### config.mk
export PLATFORM = sky130hd
export DESIGN_NAME = btn_conditioner
export DESIGN_NICKNAME = d
export VERILOG_FILES = /design/src/rtl/btn_conditioner.sv
export SDC_FILE = /design/constraint.sdc
export NUM_CORES = 1
export LEC_CHECK = 0
export ABC_AREA = 1
export ABC_CLOCK_PERIOD_IN_PS = 2000
export CORE_MARGIN = 2
export CORE_UTILIZATION = 50
export DETAILED_ROUTE_END_ITERATION = 8
export DONT_BUFFER_PORTS = 1
export GPL_ROUTABILITY_DRIVEN = 0
export HOLD_SLACK_MARGIN = 0.08
export PLACE_DENSITY_LB_ADDON = 0.1
export SETUP_SLACK_MARGIN = 0.15
export SYNTH_ARGS = -nofsm -noshare
export SYNTH_HDL_FRONTEND = slang
export SYNTH_SLANG_ARGS = --single-unit
export TNS_END_PERCENT = 30
### constraint.sdc
create_clock -name clk -period 2 [get_ports clk]
set_input_delay 0.4 -clock clk [delete_from_list [all_inputs] [get_ports clk]]
set_output_delay 0.4 -clock clk [all_outputs]
set_load 0.01 [all_outputs]
### src/rtl/btn_conditioner.sv
// btn_conditioner: per-channel 2-flop sync, debounce FSM, press/release pulses.
// Optional auto-repeat on held buttons when BTN_AUTOREPEAT_EN is defined.
`default_nettype none

module btn_conditioner #(
  parameter int N_BTN         = 4,
  parameter int DB_CYCLES     = 1000000,
  parameter int REPEAT_DELAY  = 50000000,
  parameter int REPEAT_PERIOD = 10000000
) (
  input  logic             clk,
  input  logic             rst,
  input  logic [N_BTN-1:0] btn_raw,
  output logic [N_BTN-1:0] btn_level,
  output logic [N_BTN-1:0] btn_press,
  output logic [N_BTN-1:0] btn_release
);

  localparam int              CW      = (DB_CYCLES > 1) ? $clog2(DB_CYCLES) : 1;
  localparam logic [CW-1:0]   DB_LAST = CW'(DB_CYCLES - 1);

  typedef enum logic [1:0] {
    IDLE      = 2'd0,
    WAIT_HIGH = 2'd1,
    HELD      = 2'd2,
    WAIT_LOW  = 2'd3
  } state_t;

`ifdef BTN_AUTOREPEAT_EN
  localparam int            RMAX     = (REPEAT_DELAY > REPEAT_PERIOD) ? REPEAT_DELAY : REPEAT_PERIOD;
  localparam int            RW       = (RMAX > 1) ? $clog2(RMAX) : 1;
  localparam logic [RW-1:0] R_LAST   = RW'(RMAX - 1);
  localparam logic [RW-1:0] R_DELAY  = RW'(REPEAT_DELAY - 1);
  localparam logic [RW-1:0] R_PERIOD = RW'(REPEAT_PERIOD - 1);
`endif

  for (genvar i = 0; i < N_BTN; i++) begin : g_ch
    logic [1:0]    sync_q;
    state_t        state_q;
    logic [CW-1:0] cnt_q;
    logic [CW-1:0] cnt_d;
    logic          level_q;
    logic          press_q;
    logic          release_q;
    logic          s;

    assign s     = sync_q[1];
    assign cnt_d = (cnt_q == DB_LAST) ? cnt_q : cnt_q + 1'b1;

`ifdef BTN_AUTOREPEAT_EN
    logic [RW-1:0] rcnt_q;
    logic [RW-1:0] rcnt_d;
    logic          rphase_q;

    assign rcnt_d = (rcnt_q == R_LAST) ? rcnt_q : rcnt_q + 1'b1;
`endif

    always_ff @(posedge clk or negedge rst) begin
      if (!rst) begin
        sync_q    <= 2'b00;
        state_q   <= IDLE;
        cnt_q     <= '0;
        level_q   <= 1'b0;
        press_q   <= 1'b0;
        release_q <= 1'b0;
`ifdef BTN_AUTOREPEAT_EN
        rcnt_q    <= '0;
        rphase_q  <= 1'b0;
`endif
      end else begin
        sync_q    <= {sync_q[0], btn_raw[i]};
        press_q   <= 1'b0;
        release_q <= 1'b0;
        case (state_q)
          IDLE: begin
            if (s) begin
              state_q <= WAIT_HIGH;
              cnt_q   <= '0;
            end
          end
          WAIT_HIGH: begin
            if (!s) begin
              state_q <= IDLE;
              cnt_q   <= '0;
            end else if (cnt_d == DB_LAST) begin
              state_q <= HELD;
              cnt_q   <= '0;
              level_q <= 1'b1;
              press_q <= 1'b1;
`ifdef BTN_AUTOREPEAT_EN
              rcnt_q   <= '0;
              rphase_q <= 1'b0;
`endif
            end else begin
              cnt_q <= cnt_d;
            end
          end
          HELD: begin
            if (!s) begin
              state_q <= WAIT_LOW;
              cnt_q   <= '0;
`ifdef BTN_AUTOREPEAT_EN
              rcnt_q   <= '0;
              rphase_q <= 1'b0;
`endif
            end
`ifdef BTN_AUTOREPEAT_EN
            // First repeat after REPEAT_DELAY cycles in HELD, then every REPEAT_PERIOD.
            else if (rcnt_q == (rphase_q ? R_PERIOD : R_DELAY)) begin
              press_q  <= 1'b1;
              rcnt_q   <= '0;
              rphase_q <= 1'b1;
            end else begin
              rcnt_q <= rcnt_d;
            end
`endif
          end
          WAIT_LOW: begin
            if (s) begin
              state_q <= HELD;
              cnt_q   <= '0;
`ifdef BTN_AUTOREPEAT_EN
              rcnt_q   <= '0;
              rphase_q <= 1'b0;
`endif
            end else if (cnt_d == DB_LAST) begin
              state_q   <= IDLE;
              cnt_q     <= '0;
              level_q   <= 1'b0;
              release_q <= 1'b1;
            end else begin
              cnt_q <= cnt_d;
            end
          end
          default: begin
            state_q <= IDLE;
            cnt_q   <= '0;
          end
        endcase
      end
    end

    assign btn_level[i]   = level_q;
    assign btn_press[i]   = press_q;
    assign btn_release[i] = release_q;
  end

endmodule

`default_nettype wire

Yosys cells after proc, flatten, opt, wreduce, memory -nomap -nowiden
Index checks and enable logic that the tools add are counted.
{"block": "op_classes", "addsub": 4, "mul": 0, "n_div": 0, "magnitude_cmp": 0, "eq_ne": 52, "shift": 0, "mux": 96, "bitwise": 0, "reduce_logical": 20}
{"cell": "20-bit two-way mux", "count": 24}
{"cell": "20-bit one-hot mux with 4 select lines", "count": 4}
{"cell": "20-bit == test (second input constant)", "count": 8}
{"cell": "20-bit by 1-bit adder with 20-bit output (second input constant)", "count": 4}
{"cell": "2-bit two-way mux", "count": 24}
{"cell": "2-bit != test (second input constant)", "count": 24}
{"cell": "1-bit two-way mux", "count": 36}
{"cell": "2-bit one-hot mux with 4 select lines", "count": 4}
{"cell": "3-bit != test (second input constant)", "count": 8}
{"cell": "5-bit AND reduction", "count": 4}
{"cell": "2-bit == test (second input constant)", "count": 8}
{"cell": "4-bit AND reduction", "count": 4}
{"cell": "2-bit by 1-bit == test with 1-bit output (second input constant)", "count": 4}
{"cell": "2-bit zero test", "count": 4}
{"cell": "1-bit one-hot mux with 2 select lines", "count": 4}
{"cell": "2-bit AND reduction", "count": 4}
{"cell": "2-bit nonzero test", "count": 4}
{"block": "word_totals", "ff_bits": 108, "latchBits": 0, "mem_bits_rw": 0, "mem_bits_ro": 0, "input_bits": 6, "out_inout_bits": 12, "word_cells": 196, "n_memories": 0}

Depth between registers and ports, before layout
Gate-level depths: netlist (run 1).
{"block": "logic_depth", "depth_word": 6, "depth_mapped": 16, "depth_no_buf": 16}

Worst setup path before layout (run 1)
Ideal clock, no wire load.
{"block": "synth_path", "path_kind": "reg-to-reg", "startpoint": "reg g_ch[3].cnt_q[0]", "endpoint": "reg g_ch[3].state_q[0]", "setup_time_ns": 0.134, "arrival_ns": 1.950, "t_required_ns": 1.866, "path_slack_ns": -0.084, "stages_incl_launch_ff": 12, "path_buffers": 1, "synth_period_minus_slack_ns": 2.084, "cell_sequence": "dfrtp_1 ha_1 nand2_1 nor2_1 nand2_1 xor2_1 nand4_1 nor2_2 nand3_4 nand2_4 buf_8 a21oi_2"}
{"block": "synth_via", "elab_chain_cells": 5, "elab_cells_between_ends": 7, "cone_classes": "1 x add/sub; 4 x eq/ne; 1 x mux; 1 x reduce/logical"}
{"item": "start: declaration", "line_no": "40", "text": "logic [CW-1:0] cnt_q;"}
{"item": "start signal: assignment", "line_no": "95", "text": "cnt_q <= cnt_d;"}
{"item": "start signal: assignment", "line_no": "132", "text": "cnt_q <= cnt_d;"}
{"item": "20-bit by 1-bit adder with 20-bit output / 20-bit == test (equally long branches)", "line_no": "48", "text": "assign cnt_d = (cnt_q == DB_LAST) ? cnt_q : cnt_q + 1'b1;"}
{"item": "20-bit two-way mux (*)", "line_no": "48"}
{"item": "20-bit == test (*)", "line_no": "85, 126"}
{"item": "3-bit != test (no line)"}
{"item": "4-bit AND reduction (no line) (*)"}
{"item": "end signal: assignment", "line_no": "83", "text": "state_q <= IDLE;"}
{"item": "end signal: assignment", "line_no": "86", "text": "state_q <= HELD;"}
{"item": "end signal: assignment", "line_no": "127", "text": "state_q <= IDLE;"}
{"item": "end: declaration", "line_no": "39", "text": "state_t state_q;"}
Mark *: on every way between the ends. The rest lies on a longest branch, timed or not.
A chain may end at the register's enable or synchronous reset.

==> out/qor.csv, run 1 <==
metric,value,unit
status,"complete, but fails checks",
violations,"negative hold slack, negative setup slack",
tightest_slew,0.6192,ns
synth-main-ff-cell,dfrtp_1,
drt-initial-drc-count,650,
syn-mean-instance-area,6.693,um2
r2r_start,g_ch[2].cnt_q[1],
grt_pass1_wl,37530,um
synth_compound_area_share,5.236,%
final-instance-count-excl-fill,1613,
vdd_drop_max,0.0004548,V
drtAntennaViolNets,0,
synth-edff-count,0,
clockPowerShare,39.6,%
clkTransAtPathRegs,0.08,ns
synthXorXnorAreaFrac,4.103,%
drv_cap,0,
critPathBufInv,1,
synth.area.mux_share,0,%
yosys.area_share.simple,44.92,%
cp.depth,13,
ys_seq_area_share,35.45,%
slew_viol_final,0,
dpl_cell_area,0.009768,mm2
syn_inst,1139,
hold_ws,-0.2803,ns
grt_max_degree,109,
via_per_inst,5.277,
synth_fp_nets,1149,
power,4.930,mW
cp_slowest_cell,dfrtp_1,
yosys.cell_types.count,38,
max_stage_delay,0.36,ns
p_comb_share,13.7,%
grt_pass1_vias,7999,
fin_worst_skew,0.008858,ns
final_area,0.01107,mm2
cts_hold_buffers,4,
initial_core_util,50.71,%
drt-wirelength-per-cell,14.15,um
power_frac_seq,46.7,%
synthAdderAreaFrac,0.6565,%
worstSetupStartpointType,flip-flop,
cts_root_buf,clkbuf_16,
p_sw,1.410,mW
clk_latency,0.37,ns
slew_headroom,58.57,%
numCtsBuffers,9,
critPathArrivalTime,2.44,ns
required,2.27,ns
antennaDiodeCount,0,
power.leakage,5.268,nW
intPower,3.521,mW
synth_top_family_by_area,simple AND/OR/NAND/NOR gates,
drt_wl_total,22830,um
path_delay_family,simple AND/OR/NAND/NOR gates,
core-area,0.01503,mm2
io_buffers,0,
path_cells,ha_2 -> nand3_4 -> nor3_4 -> nand2_2 -> nand2_1 -> nand2_2 -> nor2_2 -> nand3_2 -> nor2_4 -> buf_4 -> nand4_1 -> nand2_1 -> nand2_1,
p_sw_share,28.59,%
grt_util_all_layers,28.32,%
rsz0062_at_grt,yes,
synth_area,0.007624,mm2
path_max_fanout,4,
vias,8512,
cts_tree,done,
finalSetupViolations,70,
setup.worst_path.class,flip-flop to flip-flop,
finish.utilization,73.64,%
drive_gt1_share,37.47,%
p_per_area,445.3,mW/mm2
cts.path.max_buffers,2,
synth_warnings,0,
chipWidth,127.5,um
hold_viol,108,
die_h,127.5,um
r2r_setup_slack,-0.17,ns
io_pins,18,
synth-seq-cells,108,
worst_slack,-0.1706,ns
startpoint,g_ch[2].cnt_q[1],
worst_hold_path_type,input port to asynchronous set/reset pin,
period_minus_slack,2.171,ns
cts_num_sinks,108,
drc,0,
r2r_cells,13,
period_share,108.5,%
antenna_found_initial,0,
dr.pass1.iters,6,
htreeDepth,3,
num_rows,45,
end_kind,flip-flop,
syn2layout_area_growth,45.22,%
dp_cells,1560,
die_area,0.01625,mm2
grt-ovfl-total,0,
place_hpwl,15580,um
fmax,460.7,MHz
crit_top_cell,nand2_1,
nets,1430,
synth-async-reset-ratio,100.0,%
-- worst min path at each step --
stage	start	end	slack, ns	cells after the start
after floorplan	rst	asynchronous set/reset pin	0.10	0
after global placement	rst	g_ch[3].cnt_q[2]	0.11	0
after detailed placement	rst	g_ch[3].cnt_q[2]	0.11	0
after CTS	rst	g_ch[3].cnt_q[2]	-0.29	0
after global routing	rst	g_ch[3].cnt_q[3]	-0.30	0
final	rst	g_ch[3].cnt_q[2]	-0.28	0
-- logic make-up after synthesis --
| group | count (synthesis) |
|---|---|
| buffers and inverters | 177 |
| adders and majority gates | 4 |
| xor gates and xnor gates | 34 |
| AOI/OAI and AO/OA | 59 |
| and+or+nand+nor | 757 |
| DFF | 108 |
-- cells in the final DEF, fill, tap and decap left out, drive strengths merged --
cell type    instances
nand2              377
buf                293
nor2               161
inv                150
nand3              146
dfrtp              108
nand4               46
o21ai               33
xor2                23
nor3                21
o211ai              12
xnor2               11
clkbuf               9
o311ai               8
nand3b               7
dlygate4sd3          4
clkinv               4
ha                   4
a21oi                3
o21bai               2
or2                  1
o22ai                1
bufinv               1
-- final cells by class --
cell class,instances,area (um2)
timing repair buffer,297,2322
clock inverter,7,87.58
inverter,148,555.5
clock buffer,9,225.2
sequential,108,2724
multi-input combinational,856,4921
tap,188,235.2
fill,1158,3963
-- registers in the layout, summed over array words and instances (netlist names), named ones only --
signal,flops
g_ch.sync_q,8
g_ch.state_q,4
g_ch.cnt_q,80
g_ch.release_q,4
g_ch.press_q,4
g_ch.level_q,4
-- metrics by stage --
stage	hold slack (ns)	setup TNS [ns]	worst slack [ns]
final	-0.2803	-6.852	-0.1706
after global routing	-0.3001	-17.76	-0.3840
after CTS	-0.2944	-4.757	-0.2085
after detailed placement	0.1069	-9.263	-0.2581
after global placement	0.1069	-8.417	-0.2611
after floorplan	0.1044	-0.1386	-0.02217
-- layer usage --
| metal | part of all wire (%) | GRT usage, % | vias up |
|---|---|---|---|
| met5 | 0 | 0 | - |
| met1 | 43 | 37.09 | 4005 |
| met2 | 50 | 47.97 | 243 |
| met3 | 4.2 | 5.067 | 58 |
| li1 | - | - | 4206 |
| met4 | 2.5 | 8.662 | 0 |
-- timing repair --
action,in CTS,in global routing
cloned,2,0
hold endpoints to repair,112,108
pin swaps,42,40
endpoints found under the setup margin,76,89
setup buffers,25,6
gates resized for setup,108,95
-- power groups by stage --
stage                     clock network, mW  logic, mW  registers, mW
after CTS                              2.00      0.621           2.30
after global placement                    0      0.548           2.33
after global routing                   2.05      0.749           2.31
after floorplan                           0      0.298           2.33
final                                  1.95      0.676           2.30
after detailed placement                  0      0.555           2.33
-- cells in the mapped netlist, types with 6 or more instances --
| library cell | count | area share, % |
|---|---|---|
| buf_4 | 13 | 1.3 |
| clkbuf_1 | 12 | 0.59 |
| dfrtp_1 | 108 | 35 |
| inv_1 | 136 | 6.7 |
| inv_2 | 10 | 0.49 |
| nand2_1 | 369 | 18 |
| nand2_2 | 6 | 0.49 |
| nand3_1 | 126 | 8.3 |
| nand3_2 | 17 | 2.2 |
| nand3b_1 | 7 | 0.69 |
| nand4_1 | 46 | 3.8 |
| nor2_1 | 138 | 6.8 |
| nor2_2 | 19 | 1.6 |
| nor3_1 | 18 | 1.2 |
| o211ai_1 | 12 | 1.2 |
| o21ai_0 | 20 | 1.3 |
| o21ai_2 | 9 | 1.0 |
| o311ai_0 | 8 | 0.92 |
| xnor2_1 | 10 | 1.1 |
| xor2_1 | 22 | 2.5 |
Power figures use the tool's default switching activity.
==> inputs of run 2 (changes only) <==
--- a/config.mk
+++ b/config.mk
@@ -13,8 +13,10 @@
 export DONT_BUFFER_PORTS = 1
 export GPL_ROUTABILITY_DRIVEN = 0
 export HOLD_SLACK_MARGIN = 0.08
+export MAX_ROUTING_LAYER = met4
 export PLACE_DENSITY_LB_ADDON = 0.1
 export SETUP_SLACK_MARGIN = 0.15
+export SLEW_MARGIN = 10
 export SYNTH_ARGS = -nofsm -noshare
 export SYNTH_HDL_FRONTEND = slang
 export SYNTH_SLANG_ARGS = --single-unit
==> run 2 against run 1 <==
Net effect: the flow still finishes with violations (negative hold slack, negative setup slack); utilization stayed put; non-clock buffer count is the same; worst hold slack better by 0.0024 ns; total power down 0.21%; flip-flop and latch count is the same; first-iteration DRC count down 6.6%.
==> out/qor.csv, run 2 (same netlist as run 1, synthesis figures left out) <==
metric,value,unit,change
p_sw,1.399,mW,was 1.410 mW
grt_pass1_wl,37510,um,"was 37,530 um"
syn2layout_area_growth,45.22,%,unchanged
drc,0,,unchanged
mostFrequentLayoutCells,"nand2_1 (330), buf_4 (278), inv_1 (127)",,unchanged
hold_viol,108,,unchanged
initial_core_util,50.71,%,unchanged
power_frac_seq,46.8,%,was 46.7%
worst_hold_path_type,input port to asynchronous set/reset pin,,unchanged
drt-wirelength-per-cell,14.18,um,was 14.15 um
intPower,3.521,mW,about the same
required,2.26,ns,was 2.27 ns
clkTransAtPathRegs,0.08,ns,about the same
cts_hold_buffers,4,,unchanged
die_area,0.01625,mm2,unchanged
status,"complete, but fails checks",,unchanged
via_per_inst,5.287,,was 5.277
place_hpwl,15580,um,unchanged
clockPowerShare,39.5,%,was 39.6%
slew_headroom,57.14,%,was 58.57%
clk_latency,0.37,ns,about the same
numCtsBuffers,9,,unchanged
fin_setup_tns,-6.703,ns,was -6.852 ns
finalSetupViolations,69,,was 70
drt_wl_total,22870,um,"was 22,830 um"
core-area,0.01503,mm2,unchanged
drive_gt1_share,37.47,%,unchanged
violations,"negative hold slack, negative setup slack",,unchanged
worstSetupStartpointType,flip-flop,,unchanged
setup.worst_path.class,flip-flop to flip-flop,,unchanged
hold_ws,-0.2779,ns,was -0.2803 ns
num_rows,45,,unchanged
vdd_drop_max,0.0004487,V,was 0.0004548 V
cts_tree,done,,unchanged
period_share,108.9,%,was 108.5%
period_minus_slack,2.177,ns,was 2.171 ns
fmax,459.3,MHz,was 460.7 MHz
cts_num_sinks,108,,unchanged
final_common_cell,nand2_1,,unchanged
cts_root_buf,clkbuf_16,,unchanged
tightest_slew,0.6405,ns,was 0.6192 ns
drtAntennaViolNets,0,,unchanged
top_register,g_ch.cnt_q,,unchanged
slew_viol_final,0,,unchanged
largest_registers,"g_ch.cnt_q x80, g_ch.sync_q x8",,unchanged
antenna_found_initial,0,,unchanged
nets,1430,,unchanged
grt-ovfl-total,0,,unchanged
largest_reg_flops,80,,unchanged
fin_worst_skew,0.009052,ns,was 0.008858 ns
vias,8528,,"was 8,512"
finish.utilization,73.64,%,unchanged
path_max_fanout,4,,unchanged
dp_cells,1560,,unchanged
cts.path.max_buffers,2,,unchanged
io_pins,18,,unchanged
dr.pass1.iters,7,,was 6
rsz0062_at_grt,yes,,unchanged
htreeDepth,3,,unchanged
grt_max_degree,109,,unchanged
antennaDiodeCount,0,,unchanged
grt_pass1_vias,8010,,"was 7,999"
grt_util_all_layers,29.16,%,was 28.32%
p_sw_share,28.44,%,was 28.59%
p_per_area,444.4,mW/mm2,was 445.3 mW/mm2
io_buffers,0,,unchanged
critPathArrivalTime,2.44,ns,about the same
drt-initial-drc-count,607,,was 650
final-instance-count-excl-fill,1613,,unchanged
p_comb_share,13.7,%,about the same
end_kind,flip-flop,,unchanged
die_h,127.5,um,unchanged
worst_slack,-0.1773,ns,was -0.1706 ns
chipWidth,127.5,um,unchanged
power.leakage,5.268,nW,unchanged
drv_cap,0,,unchanged
==> run 2: cell counts in the layout (fill, tap and decap cells not counted) <==
No cell type changed its count.
==> run 2: through the flow <==
step	instance area [um2]	setup WS, ns	total power, mW
after detailed placement	9768	-0.2581	2.888
final	11070	-0.1773	4.920
after global routing	11070	-0.3840	5.109
after global placement	9768	-0.2611	2.879
after CTS	10720	-0.2085	4.918
after floorplan	7714	-0.02217	2.630
==> run 2: timing repair <==
item | in CTS | in global routing
pin swaps | 42 | 40
buffers inserted | 25 | 6
endpoints found under the setup margin | 76 | 89
cloned | 2 | 0
endpoints found under the hold margin | 112 | 108
resized for setup | 108 | 95
==> run 2: critical path, stage by stage (launching register included) <==
cell,delay (ns)
dfrtp_1,0.36
ha_2,0.22
nand3_4,0.11
nor3_4,0.26
nand2_2,0.11
nand2_1,0.09
nand2_2,0.09
nor2_2,0.13
nand3_2,0.11
nor2_4,0.15
buf_4,0.12
nand4_1,0.16
nand2_1,0.11
nand2_1,0.05
==> run 2: worst paths after layout <==
| path | startpoint | end | slack, ns | cells after the start |
|---|---|---|---|---|
| setup / recovery | g_ch[2].cnt_q[1] | flip-flop | -0.18 | 13 |
| hold / removal | rst | g_ch[3].cnt_q[2] | -0.28 | 0 |
| setup reg to reg | g_ch[2].cnt_q[1] | flip-flop | -0.18 | 13 |
| hold reg to reg | g_ch[1].sync_q[0] | g_ch[1].sync_q[1] | 0.36 | 0 |
| max in group asynchronous | rst | g_ch[2].cnt_q[9] | 2.14 | 0 |
| min in group clk | g_ch[1].sync_q[0] | g_ch[1].sync_q[1] | 0.36 | 0 |
==> run 2: power groups by stage <==
stage          registers (mW)  clock network (mW)  logic, mW
4_1_cts                  2.30                2.00      0.621
3_5_place_dp             2.33                   0      0.555
3_3_place_gp             2.33                   0      0.548
2_1_floorplan            2.33                   0      0.298
6_report                 2.30                1.94      0.675
5_1_grt                  2.31                2.05      0.748
==> run 2: routing by layer <==
metal	part of all wire [%]	up-vias	track usage, %
met4	2.6	0	8.662
li1	-	4211	-
met2	50	245	48.03
met3	4.2	60	4.983
met1	44	4012	37.06
met5	0	-	-
==> run 2: area by class of cell <==
type	instances	area [um2]
Inverter	148	555.5
Timing Repair Buffer	297	2322
Fill cell	1158	3963
Clock inverter	7	87.58
Clock buffer	9	225.2
Multi-Input combinational cell	856	4921
Sequential cell	108	2724
Tap cell	188	235.2
==> inputs of run 3 (changes only) <==
--- a/config.mk
+++ b/config.mk
@@ -7,6 +7,7 @@
 export LEC_CHECK = 0
 export ABC_AREA = 1
 export ABC_CLOCK_PERIOD_IN_PS = 2000
+export CORE_ASPECT_RATIO = 1.2
 export CORE_MARGIN = 2
 export CORE_UTILIZATION = 50
 export DETAILED_ROUTE_END_ITERATION = 8
@@ -16,6 +17,7 @@
 export MAX_ROUTING_LAYER = met4
 export PLACE_DENSITY_LB_ADDON = 0.1
 export SETUP_SLACK_MARGIN = 0.15
+export SKIP_LAST_GASP = 1
 export SLEW_MARGIN = 10
 export SYNTH_ARGS = -nofsm -noshare
 export SYNTH_HDL_FRONTEND = slang
==> run 3 against run 2 <==
Net effect: the flow still finishes with violations (negative hold slack, negative setup slack); sequential share of layout area down 0.097 points; non-clock buffer count down 18; first-iteration DRC count down 17%; flip-flop and latch count unchanged; sequential power about the same; setup slack worse by 0.020 ns; final cell count down 0.19%; clock power up 4%; utilization up 0.72 points; total power up 3.1%; largest cell class unchanged; largest power group unchanged.
==> out/qor.csv, run 3 (same netlist as run 1, synthesis figures left out) <==
metric,value,unit,change
fin_worst_skew,0.01393,ns,was 0.009052 ns
grt-ovfl-total,0,,unchanged
cts_root_buf,clkbuf_16,,unchanged
core-area,0.01496,mm2,was 0.01503 mm2
r2r_cells,14,,was 13
period_share,109.9,%,was 108.9%
chipWidth,116.7,um,was 127.5 um
hold_viol,108,,unchanged
antennaDiodeCount,0,,unchanged
drc,0,,unchanged
drt_wl_total,24240,um,"was 22,870 um"
numCtsBuffers,9,,unchanged
r2r_setup_slack,-0.20,ns,was -0.18 ns
cp.depth,14,,was 13
largest_reg_flops,80,,unchanged
die_area,0.01626,mm2,was 0.01625 mm2
cts_hold_buffers,4,,unchanged
drv_cap,0,,unchanged
initial_core_util,50.96,%,was 50.71%
drt-initial-drc-count,501,,was 607
syn2layout_area_growth,45.92,%,was 45.22%
grt_max_degree,109,,unchanged
final_common_cell,nand2_1,,unchanged
place_hpwl,15550,um,"was 15,580 um"
tightest_slew,0.6729,ns,was 0.6405 ns
clk_latency,0.37,ns,about the same
end_kind,flip-flop,,unchanged
hold_ws,-0.2773,ns,was -0.2779 ns
critPathBufInv,2,,was 1
path_delay_family,simple AND/OR/NAND/NOR gates,,unchanged
io_pins,18,,unchanged
slew_headroom,54.97,%,was 57.14%
violations,"negative hold slack, negative setup slack",,unchanged
max_stage_delay,0.44,ns,was 0.36 ns
worstSetupStartpointType,flip-flop,,unchanged
die_h,139.3,um,was 127.5 um
vias,8480,,"was 8,528"
grt_util_all_layers,28.93,%,was 29.16%
slew_viol_final,0,,unchanged
rsz0062_at_grt,yes,,unchanged
power.leakage,5.223,nW,was 5.268 nW
grt_pass1_vias,7891,,"was 8,010"
htreeDepth,3,,unchanged
fin_setup_tns,-8.296,ns,was -6.703 ns
cts_tree,done,,unchanged
p_per_area,455.9,mW/mm2,was 444.4 mW/mm2
mostFrequentLayoutCells,"nand2_1 (323), buf_4 (255), inv_1 (129)",,"was nand2_1 (330), buf_4 (278), inv_1 (127)"
path_max_fanout,5,,was 4
nets,1412,,"was 1,430"
worst_slack,-0.1973,ns,was -0.1773 ns
drtAntennaViolNets,0,,unchanged
status,"complete, but fails checks",,unchanged
worst_hold_path_type,input port to asynchronous set/reset pin,,unchanged
clkTransAtPathRegs,0.08,ns,about the same
antenna_found_initial,0,,unchanged
fmax,455.1,MHz,was 459.3 MHz
path_cells,ha_4 -> nand2_4 -> inv_4 -> nand2_4 -> nor2_4 -> nand3_4 -> nand2_2 -> nand3_1 -> nor2_2 -> nand3_1 -> nor2_2 -> nand3_1 -> nand2_1 -> inv_1,,was ha_2 -> nand3_4 -> nor3_4 -> nand2_2 -> nand2_1 -> nand2_2 -> nor2_2 -> nand3_2 -> nor2_4 -> buf_4 -> nand4_1 -> nand2_1 -> nand2_1
critPathArrivalTime,2.46,ns,was 2.44 ns
finalSetupViolations,73,,was 69
vdd_drop_max,0.0004478,V,was 0.0004487 V
grt_pass1_wl,36760,um,"was 37,510 um"
largest_registers,"g_ch.cnt_q x80, g_ch.sync_q x8",,unchanged
r2r_start,g_ch[0].cnt_q[0],,was g_ch[2].cnt_q[1]
cts.path.max_buffers,2,,unchanged
fillers,1194,,"was 1,158"
cp_slowest_cell,dfrtp_1,,unchanged
drive_gt1_share,38.34,%,was 37.47%
period_minus_slack,2.197,ns,was 2.177 ns
top_register,g_ch.cnt_q,,unchanged
dr.pass1.iters,5,,was 7
required,2.26,ns,about the same
crit_top_cell,nand3_1,,was nand2_1
via_per_inst,5.267,,was 5.287
num_rows,49,,was 45
cts_num_sinks,108,,unchanged
setup.worst_path.class,flip-flop to flip-flop,,unchanged
io_buffers,0,,unchanged
finish.utilization,74.36,%,was 73.64%
drt-wirelength-per-cell,15.05,um,was 14.18 um
## run 3: cell count changes in the layout (fill, tap and decap cells not counted), sizes merged
cell	previous run	this run
clkinvlp	0	1
clkinv	4	3
bufinv	1	2
inv	150	146
buf	293	275
clkbuf	9	11
## run 3: cell type report
| type | instances | area (um2) | share of cell area, % |
|---|---|---|---|
| well taps | 204 | 255.2 | 2.294 |
| inverters | 148 | 558.0 | 5.016 |
| clock buffers | 11 | 252.7 | 2.272 |
| multi-input cells | 856 | 5071 | 45.59 |
| clock inverters | 4 | 72.57 | 0.6523 |
| repair buffers | 279 | 2188 | 19.67 |
| flip-flops and latches | 108 | 2726 | 24.51 |
## run 3: stage by stage
step / setup WS, ns / cells / total power, mW / area (um2)
after floorplan: -0.02217 / 1139 / 2.630 / 7714
after global placement: -0.1816 / 1555 / 2.809 / 9605
after detailed placement: -0.2086 / 1555 / 2.817 / 9605
after CTS: -0.1281 / 1592 / 4.918 / 10410
after global routing: -0.3551 / 1610 / 5.243 / 11120
final: -0.1973 / 1610 / 5.072 / 11120
## run 3: metal layers
metal | share of wire [%] | GRT usage (%) | up-vias
li1 | - | - | 4177
met3 | 3.4 | 2.918 | 68
met2 | 52 | 49.04 | 217
met4 | 3.0 | 10.09 | 0
met1 | 42 | 35.70 | 4018
met5 | 0 | - | -
## run 3: repair_timing
action                                  in CTS  in global routing
endpoints found under the setup margin      76                 88
cloned                                       2                  1
resized for setup                           85                156
endpoints found under the hold margin      112                108
setup buffers                               16                 17
pin swaps                                   45                 72
## run 3: power breakdown
| group | internal, mW | switching [mW] |
|---|---|---|
| Clock | 1.16 | 0.849 |
| Combinational | 0.314 | 0.424 |
| Sequential | 2.24 | 0.0914 |
## run 3: worst register-to-register path, stage by stage (launching register included)
cell and delay [ns]:
dfrtp_1 0.44, ha_4 0.19, nand2_4 0.09, inv_4 0.09, nand2_4 0.05, nor2_4 0.19
nand3_4 0.14, nand2_2 0.13, nand3_1 0.10, nor2_2 0.17, nand3_1 0.11, nor2_2 0.18
nand3_1 0.12, nand2_1 0.08, inv_1 0.03
## run 3: how the worst max path moves through the flow
stage | startpoint | end
after floorplan | g_ch[3].cnt_q[0] | g_ch[3].state_q[0]
after detailed placement | g_ch[1].cnt_q[0] | flip-flop
after global placement | g_ch[1].cnt_q[1] | g_ch[1].cnt_q[9]
after CTS | g_ch[1].cnt_q[0] | g_ch[1].cnt_q[9]
final | g_ch[0].cnt_q[0] | flip-flop
after global routing | g_ch[0].cnt_q[0] | flip-flop
